$ cat src/rtl/switch_arbiter.sv
// switch_arbiter
//   Central output-allocation arbiter for the 4-port switch. Each cycle it
//   matches waiting input ports to free outputs, using all-or-nothing
//   multicast and a round-robin start pointer. It registers a one-cycle grant
//   pulse per port, plus the per-output valid and mux select.
//
// Parameters
//   HOLDOFF  cycles a port is ineligible after a grant (0..7)
//   CNT_W    width of each per-port grant statistics counter
//
// Ports
//   clk        clock, all state on posedge
//   rst_n      asynchronous active-low reset
//   en         arbitration enable (0: no new grants, pointer frozen)
//   req_valid  [3:0]  port i head packet waiting
//   req_dst    [15:0] port i destination set at [4i+3:4i]
//   grant      [3:0]  one-cycle grant pulse per port
//   out_valid  [3:0]  output j carries a packet this cycle
//   out_sel    [7:0]  [2j+1:2j] = input port driving output j
//   grant_cnt  [4*CNT_W-1:0] per-port grant counters
//
// Build option
//   SW_ARB_STATS_EN : build saturating per-port grant counters; otherwise
//                     grant_cnt is tied to 0. Arbitration is identical.

// Per-port holdoff timer: loaded on grant, counts down to 0.
module switch_arbiter_lane #(
  parameter int HOLDOFF = 2
) (
  input  logic clk,
  input  logic rst_n,
  input  logic grant_set,
  output logic hold_free
);
  logic [2:0] hold_cnt;

  always_ff @(posedge clk or negedge rst_n) begin
    if (!rst_n)                hold_cnt <= '0;
    else if (grant_set)        hold_cnt <= 3'(HOLDOFF);
    else if (hold_cnt != '0)   hold_cnt <= hold_cnt - 3'd1;
  end

  assign hold_free = (hold_cnt == '0);
endmodule

module switch_arbiter #(
  parameter int HOLDOFF = 2,
  parameter int CNT_W   = 8
) (
  input  logic               clk,
  input  logic               rst_n,
  input  logic               en,
  input  logic [3:0]         req_valid,
  input  logic [15:0]        req_dst,
  output logic [3:0]         grant,
  output logic [3:0]         out_valid,
  output logic [7:0]         out_sel,
  output logic [4*CNT_W-1:0] grant_cnt
);
  localparam int NUM_LANES = 4;
  localparam int VEC_W     = 4;

  logic [NUM_LANES-1:0][VEC_W-1:0] dst;
  logic [NUM_LANES-1:0]            hold_free;
  logic [NUM_LANES-1:0]            elig;
  logic [NUM_LANES-1:0]            gnt_nxt;
  logic [VEC_W-1:0]                alloc;
  logic [VEC_W-1:0][1:0]           sel_nxt;
  logic [1:0]                      rr_ptr;
  logic [1:0]                      ptr_nxt;
  logic [1:0]                      idx;
  logic                            first_found;

  assign dst = req_dst;

  genvar gi;
  generate
    for (gi = 0; gi < NUM_LANES; gi++) begin : g_lane
      switch_arbiter_lane #(.HOLDOFF(HOLDOFF)) u_lane (
        .clk       (clk),
        .rst_n     (rst_n),
        .grant_set (gnt_nxt[gi]),
        .hold_free (hold_free[gi])
      );
      assign elig[gi] = en & req_valid[gi] & (|dst[gi]) & hold_free[gi];
    end
  endgenerate

  // Greedy allocation in round-robin order. An earlier port's claim is never
  // undone, and a multicast port wins only if its whole set is still free.
  // Outputs not claimed this cycle keep their previous select.
  always_comb begin
    alloc       = '0;
    gnt_nxt     = '0;
    sel_nxt     = out_sel;
    ptr_nxt     = rr_ptr;
    first_found = 1'b0;
    idx         = '0;
    for (int k = 0; k < NUM_LANES; k++) begin
      idx = rr_ptr + 2'(k);
      if (elig[idx] && ((dst[idx] & alloc) == '0)) begin
        gnt_nxt[idx] = 1'b1;
        alloc        = alloc | dst[idx];
        for (int j = 0; j < VEC_W; j++)
          if (dst[idx][j]) sel_nxt[j] = idx;
        // Pointer moves past the first winner, so an eligible port sitting
        // at the pointer is always served.
        if (!first_found) begin
          first_found = 1'b1;
          ptr_nxt     = idx + 2'd1;
        end
      end
    end
  end

  always_ff @(posedge clk or negedge rst_n) begin
    if (!rst_n) begin
      grant     <= '0;
      out_valid <= '0;
      out_sel   <= '0;
      rr_ptr    <= '0;
    end else begin
      grant     <= gnt_nxt;
      out_valid <= alloc;
      out_sel   <= sel_nxt;
      rr_ptr    <= ptr_nxt;
    end
  end

`ifdef SW_ARB_STATS_EN
  logic [NUM_LANES-1:0][CNT_W-1:0] stat;

  generate
    for (gi = 0; gi < NUM_LANES; gi++) begin : g_stat
      always_ff @(posedge clk or negedge rst_n) begin
        if (!rst_n)                          stat[gi] <= '0;
        else if (grant[gi] && stat[gi] != '1) stat[gi] <= stat[gi] + 1'b1;
      end
    end
  endgenerate

  assign grant_cnt = stat;
`else
  assign grant_cnt = '0;
`endif

endmodule

$ cat config.mk
export PLATFORM = sky130hd
export DESIGN_NAME = switch_arbiter
export DESIGN_NICKNAME = d
export VERILOG_FILES = /design/src/rtl/switch_arbiter.sv
export SDC_FILE = /design/constraint.sdc
export NUM_CORES = 1
export LEC_CHECK = 0
export CORE_ASPECT_RATIO = 1.1
export CORE_MARGIN = 2
export CORE_UTILIZATION = 47
export DETAILED_ROUTE_END_ITERATION = 6
export PLACE_DENSITY = 0.75
export SLEW_MARGIN = 5
export SYNTH_ARGS = -nofsm -noshare
export SYNTH_HDL_FRONTEND = slang
export SYNTH_HIERARCHICAL = 1
export SYNTH_SLANG_ARGS = --single-unit
$ cat constraint.sdc
create_clock -name clk -period 10.8 [get_ports clk]
set_clock_uncertainty 0.05 [all_clocks]
set_input_delay 2.7 -clock clk [delete_from_list [all_inputs] [get_ports clk]]
set_output_delay 2.7 -clock clk [all_outputs]
set_load 0.05 [all_outputs]
==> flow_results.org, run 1 <==
** Outcome
- The run finished with clean final reports.

** STA
- Period Utilization, post-route :: 62.3%
- Hold violation count in the final report :: 0
- Setup Total Neg Slack :: 0 ns
- Setup repair after global routing left no endpoint under its margin.
- After layout, the worst setup slack is 4.07 ns.
- F_max :: between 0.1 and 0.15 GHz
- Relative slew slack :: 30.6%
- The worst path in the final design needs a cycle of 6.73 ns, including I/O delays and setup.
- The number of slew-limit violations in the final report was 0.
- For the pin with the worst max-slew slack, the measured transition is ~1.0 ns.
- Count of endpoints failing setup in the final report :: 0

** Route
- Routed wirelength normalized by instance count :: around 18 um
- The first routing iteration left 250 violations.
- After detailed routing, the total wire length is around 8.5 mm.
- The detailed router placed 2960 vias in this run.
- Once detail routing completed, the nets flagged for antenna violations numbered 0.
- Drt drc :: 0
- Pre-Repair DR Iteration Count :: 5
- DR vias/cell :: about 6.1

** Finish
- Net count of the finished layout :: 435
- The number of antenna diodes in the final layout is 0.
- Commonest non-fill, non-tap cells in the layout :: sky130_fd_sc_hd__nand2_1 (38), sky130_fd_sc_hd__clkdlybuf4s50_1 (38), sky130_fd_sc_hd__conb_1 (32)
- From synthesis to final layout, the design area changed by 12.3%.
- Core occupancy in the finished layout :: a little over half
- Area of the multi-input gates :: 2190 um^2
- The layout has 632 filler cells.
- Layout cells sized above 1 :: between 10% and 20%
- In the final layout, flip-flops and latches occupy 751 um^2.

** Critical path
- The setup path with the least slack is of type input port to register.
- STA puts the critical path data required time at 10.92 ns.
- Worst Setup Start Kind :: input port
- Of all nets on the critical path, the largest fanout is 18.
- Crit end category :: register
- Signal arrival time at the worst endpoint :: 6.85 ns

** Logic synthesis
- The share of the Yosys chip area taken by registers is 23.3%.
- Count of state elements after synthesis :: 30
- Count of different cell masters after synthesis :: 70
- Synthesized area divided by synthesized cell count :: 8.81 um^2
- Synthesis produced a netlist whose cell count is 366.
- Synth Cell Area :: 3220 um^2
- For this run, the number of Yosys warnings is 6.
- Of all flip-flops after synthesis, the portion carrying an async set or reset was 100%.
- Number of enable flip-flop cells after synthesis :: 0
- Prevailing post-synth register cell :: sky130_fd_sc_hd__dfrtp_1

** Clock tree
- CTS clk-pin slew, worst paths :: 0.07 ns
- TritonCTS built the clock tree.
- Resize count post-CTS :: 0
- Post-CTS Hold Buffers :: 0
- Clock latency on the worst-skew pair :: 0.29 ns
- H-tree depth :: 2
- Clock tree synthesis inserted a total of 5 buffers.
- Maximum clock path buffer count :: 2
- Root buffer selected by CTS :: sky130_fd_sc_hd__clkbuf_8
- For this design, the sink count on the clock tree is 30.
- Post-CTS timing repair inserted 0 buffers for setup.

** Floorplan
- Placement Rows :: 31
- Starting utilization of the core area :: 48.9%
- The die is 83.0 um wide.
- Top-level port count :: 71
- The core region is 6590 um^2.
- Die extent in y :: 90.9 um
- The die covers 7540 um^2.

** Hold path
- Worst hold-check path type :: register to register

** Global route
- Pin count of the biggest net entering global routing :: 46
- Global routing usage summed across all routing layers :: a little under a quarter
- Via count of the first global-routing pass :: 2801
- The initial antenna violation count is 0.
- The first global-routing pass estimated 14.1 mm of wire.
- Overflow after GRT :: 0

** Pwr
- Areal power density over the cells :: 290 nW/um^2
- In this run the static leakage power is around 0.0015 uW.
- IR Drop Worst-Case VDD :: ~150 uV

** Placed design
- Port buffering added 38 buffers.
- Routability-driven placement finished with a final weighted congestion of 0.981.
- Detailed placement finished with a half-perimeter wire length of 6.32 mm.
- Setup Slack @ Placement :: 3.88 ns

** Job
- Max-cap violations in this run came to 0.
flip-flops by register name (all words and copies together), names as in the netlist:
register	flops
out_valid	4
out_sel	8
grant	4
rr_ptr	2
g_lane.u_lane/hold_cnt	12
critical path, cell delays in order:
cell,delay (ns)
sky130_fd_sc_hd__clkdlybuf4s50_1,0.68
sky130_fd_sc_hd__nor4_4,0.10
sky130_fd_sc_hd__o32ai_4,0.44
sky130_fd_sc_hd__a41oi_2,0.23
sky130_fd_sc_hd__o22ai_2,0.40
sky130_fd_sc_hd__o21ai_1,0.24
sky130_fd_sc_hd__a2111oi_4,1.00
sky130_fd_sc_hd__nand3_2,0.44
sky130_fd_sc_hd__nand3_1,0.20
sky130_fd_sc_hd__nand2_1,0.15
sky130_fd_sc_hd__nor2b_1,0.17
sky130_fd_sc_hd__mux2i_1,0.09
cell families after synthesis:
kind of cell / after synthesis / synth area share, %
AO/OA/AOI/OAI: 89 / 23.9
XOR/XNOR: 1 / 0.272
adder cells (fa/ha/maj): 12 / 4.66
buffers and inverters: 67 / 12.5
flip-flops: 30 / 23.3
multiplexers: 30 / 12.8
other: 1 / 0.116
AND/OR/NAND/NOR: 136 / 22.5
final timing paths:
check                                                    startpoint                                       end  slack, ns  depth (start not counted)
max in group asynchronous                                     rst_n  g_lane[1].u_lane/hold_cnt[2]$_DFFE_PN0P_       7.65                          2
min in group asynchronous                                     rst_n                    out_valid[0]$_DFF_PN0_       2.74                          2
max reg2reg                                   rr_ptr[0]$_DFFE_PN0P_  g_lane[2].u_lane/hold_cnt[1]$_DFFE_PN0P_       5.48                         13
max                                                     req_dst[11]  g_lane[2].u_lane/hold_cnt[1]$_DFFE_PN0P_       4.07                         12
min                        g_lane[0].u_lane/hold_cnt[1]$_DFFE_PN0P_  g_lane[0].u_lane/hold_cnt[1]$_DFFE_PN0P_       0.50                          2
min reg2reg                g_lane[0].u_lane/hold_cnt[1]$_DFFE_PN0P_  g_lane[0].u_lane/hold_cnt[1]$_DFFE_PN0P_       0.50                          2
per-layer routing:
layer | GRT usage (%) | vias to the layer above | routed length [um]
met2 | 36.6 | 151 | 4170
met1 | 29.9 | 1433 | 3390
met4 | 10.2 | 0 | 233
li1 | - | 1355 | -
met5 | 0 | - | 0
met3 | 4.11 | 21 | 663
cell usage after synthesis (all sizes together) (8+ instances only):
cell / number / area share [%]
nor2: 28 / 3.3
a21oi: 27 / 4.3
nor2b: 12 / 2.6
ha: 12 / 4.7
nand3: 19 / 3.1
nand2: 39 / 4.6
nand2b: 11 / 2.1
inv: 22 / 2.6
mux2i: 11 / 3.4
o21ai: 10 / 1.6
mux4: 8 / 5.6
buf: 39 / 9.2
mux2: 11 / 3.8
dfrtp: 30 / 23
report_power, final:
group	leakage (uW)	switching, uW	internal [uW]	total (uW)
sequential	0.000370	39.0	163	202
combinational	0.00113	465	284	749
clock	0.0000472	49.3	51.2	101
through the flow:
step,hold slack (ns),instances,instance area (um^2),total power (uW)
floorplan,0.464,397,3340,793
detailed placement,0.491,475,3530,945
global placement,0.479,475,3530,924
finish,0.502,483,3620,1050
CTS,0.508,483,3620,1050
global route,0.538,483,3620,1130
cell type report:
cell class / instances / share of cell area [%]
clock buffers: 6 / 2.28
clock inverters: 2 / 0.346
inverters: 22 / 2.28
multi-input cells: 300 / 60.4
flip-flops and latches: 30 / 20.7
well taps: 82 / 2.83
repair buffers: 41 / 11.1
Note: power is estimated with default switching activity, not from simulation.
==> run 2: changes to the inputs <==
clock period = 6.42 ns   (was 10.8 ns; I/O delays follow)
==> run 2 against run 1 <==
  * Design area up 0.62%
  * Clock-buffer cell count unchanged
  * Flip-flop and latch count unchanged
  * Power up 71%
  * Setup slack worse by 3.1 ns
  * Register-to-register slack worse by 3.8 ns
  * Via count up 2.0%
  * Clock power up 66%
  * Final cell count up 0.62%
  * Critical endpoint is now out_sel[1]$_DFF_PN0_
==> flow_results.org, run 2 (same netlist as run 1, synthesis figures left out) <==
** Route
- Initial DRC Count :: 311
- In the routed layout, each cell is associated on average with a via count of slightly above 6.
- Routed signal wires occupy layers up through met4.
- Once detail routing completed, the nets flagged for antenna violations numbered 0.
- Pre-Repair DR Iteration Count :: 6
- Met1 wire length :: 3.43 mm
- In the detailed route, the total length drawn on met2 is about 4.3 mm.
- Overall routed net length :: around 8.8 mm
- Via total after detailed routing :: 3019
- After detailed routing, the number of remaining DRC violations is 0.
- After detailed routing, the average wire length per cell comes to 18.2 um.
- Met3 WL :: 742 um

** STA
- Setup violations remaining at the end of the flow were counted as 0.
- Final worst hold slack :: slightly below 0.5 ns
- The smallest clock period supported by the final layout is computed as 5.48 ns.
- Headroom to the max-slew limit came out at between 40% and 50%.
- Period Utilization, post-route :: 85.3%
- Worst Tran Pin Value :: approximately 0.79 ns
- After routing, the total negative slack on setup checks comes to 0 ns.
- Setup repair after global routing missed its margin :: no
- The number of slew-limit violations in the final report came to 0.
- The number of hold violations in the final report was 0.
- F_max :: 0.183 GHz

** Finish
- Synthesis-to-finish area growth :: 13.0%
- Max reg flops :: 12
- In the final layout, the share of cells above drive strength 1 is 13.6%.
- At the end of the flow the core is filled with cells to 55.3%.
- Final Non-Filler Cells :: around 490
- Ant. Diodes :: 0
- Commonest non-fill, non-tap cells in the layout :: sky130_fd_sc_hd__nand2_1 (38), sky130_fd_sc_hd__clkdlybuf4s50_1 (38), sky130_fd_sc_hd__conb_1 (32)
- Largest reg by FF count :: g_lane.u_lane/hold_cnt
- Biggest regs :: g_lane.u_lane/hold_cnt: 12 flops, out_sel: 8 flops
- Net count of the finished layout :: roughly 440

** Floorplan
- Placement Rows :: 31
- For this configuration, the core starts out at a cell density of roughly half.
- Pin placement for this block handled 71 I/O pins.
- Horizontal die dimension :: 83.0 um
- The floorplan step defined a die boundary enclosing ~7500 um^2.
- Measured along the y axis, the die boundary spans 90.9 um.
- Placeable Area :: 6590 um^2

** Clock tree
- Clock tree from TritonCTS :: yes
- Buffers added to address setup during post-CTS repair amount to 0.
- The number of clock buffers added by TritonCTS is 5.
- Counting along the longest clock path gives a buffer depth of 2.
- Clock-pin slew was measured on the worst setup and hold paths at 0.08 ns.
- Root buffer selected by CTS :: sky130_fd_sc_hd__clkbuf_8
- The number of gates resized after CTS was 0.
- The tree built by TritonCTS fans out to 30 sinks.
- The H-tree was split into 2 levels.
- Post-CTS Hold Buffers :: 0
- Clock latency on the worst-skew pair :: between 0.2 and 0.3 ns

** Critical path
- Maximum fanout encountered on the critical timing path :: 11
- Library cell contributing the largest single delay on the critical path :: sky130_fd_sc_hd__a2111oi_4
- The most numerous cell type found on the critical path is sky130_fd_sc_hd__o21ai_1.
- The critical path goes through clkdlybuf4s50_1 > nor4_4 > o32ai_4 > a41oi_2 > o22ai_2 > o21ai_1 > a2111oi_4 > nand3_2 > nand4_1 > o21ai_0 > o21ai_1.
- The critical path crosses 11 cells after its start point.
- At the worst endpoint, the required time is 6.57 ns.
- The worst setup path is captured at a register.
- STA classifies the critical path startpoint as an input port.
- Cells on worst reg2reg path :: 12
- Together, buffers and inverters on the worst path number 1.
- For the worst setup path, the data arrival time is 5.63 ns.
- In this design, the stage delay of the slowest critical-path cell is approximately 0.8 ns.
- The worst setup path is of the input port to register kind.
- Cell family with the largest share of critical-path delay :: compound AO/OA/AOI/OAI gates

** Hold path
- Worst hold-check path type :: register to register
- Counting instances, the worst hold path has a depth of 2.

** Placed design
- Input and output buffers added on the ports amount to 38.
- The HPWL after detailed placement is 6.64 mm.
- Routability-driven placement finished with a final weighted congestion of 0.987.
- Including well taps, the total number of placed cells is approximately 480.

** Global route
- The initial antenna violation count came to 0.
- Summed over all layers, the global routing overflow is 0.
- First-pass GRT wire length :: around 14 mm
- Via count of the first global-routing pass :: between 2000 and 3000
- Entering global routing, the biggest net connects 45 pins.
- Global routing usage summed across all routing layers :: 23.7%

** Pwr
- Dividing total power by cell area gives a power density of between 400 and 500 nW/um^2.
- Cell leakage power :: approximately 0.0016 uW
- IR Drop Worst-Case VDD :: 271 uV

** Job
- MaxCap Viol Count :: 0

** Outcome
- The run finished with clean final reports.
run 2: cell count changes in the layout (fill, tap and decap cells not counted), sizes merged:
cell and delta:
buf +3
run 2: routing by layer:
layer | global-route usage, % | vias to the layer above
li1 | - | 1359
met1 | 29.0 | 1456
met2 | 39.1 | 166
met3 | 5.48 | 38
met4 | 11.3 | 0
met5 | 0 | -
run 2: final cells by class:
cell class / instances / area (um^2)
clock buffers: 6 / 82.6
clock inverters: 2 / 12.5
fillers: 619 / 2950
inverters: 22 / 82.6
multi-input cells: 300 / 2190
flip-flops and latches: 30 / 751
well taps: 82 / 103
repair buffers: 44 / 425
run 2: through the flow:
step	setup slack, ns	instance area [um^2]	total power (uW)
after CTS	1.07	3640	1780
after global routing	0.733	3640	1920
final	0.941	3640	1790
after global placement	0.825	3550	1590
after floorplan	1.90	3340	1330
after detailed placement	0.776	3550	1610
run 2: tightest hold or removal path, cell delays in order, from the launching register on:
cell,delay [ns]
sky130_fd_sc_hd__dfrtp_1,0.34
sky130_fd_sc_hd__nor2_1,0.05
sky130_fd_sc_hd__mux2i_1,0.11
run 2: power breakdown:
group / internal [uW] / switching, uW / total [uW]
sequential: 275 / 48.4 / 323
clock: 86.1 / 81.4 / 168
combinational: 484 / 819 / 1300
total: 845 / 949 / 1790
run 2: path summary, 6_finish.rpt:
kind | slack [ns] | end | from
worst max-delay path | 0.94 | out_sel[1]$_DFF_PN0_ | req_dst[9]
worst min-delay path | 0.50 | g_lane[2].u_lane/hold_cnt[1]$_DFFE_PN0P_ | g_lane[2].u_lane/hold_cnt[1]$_DFFE_PN0P_
worst max register to register | 1.66 | out_sel[1]$_DFF_PN0_ | rr_ptr[1]$_DFF_PN0_
worst min register to register | 0.50 | g_lane[2].u_lane/hold_cnt[1]$_DFFE_PN0P_ | g_lane[2].u_lane/hold_cnt[1]$_DFFE_PN0P_
max in group asynchronous | 4.34 | out_sel[7]$_DFF_PN0_ | rst_n
min in group asynchronous | 1.65 | out_sel[0]$_DFF_PN0_ | rst_n
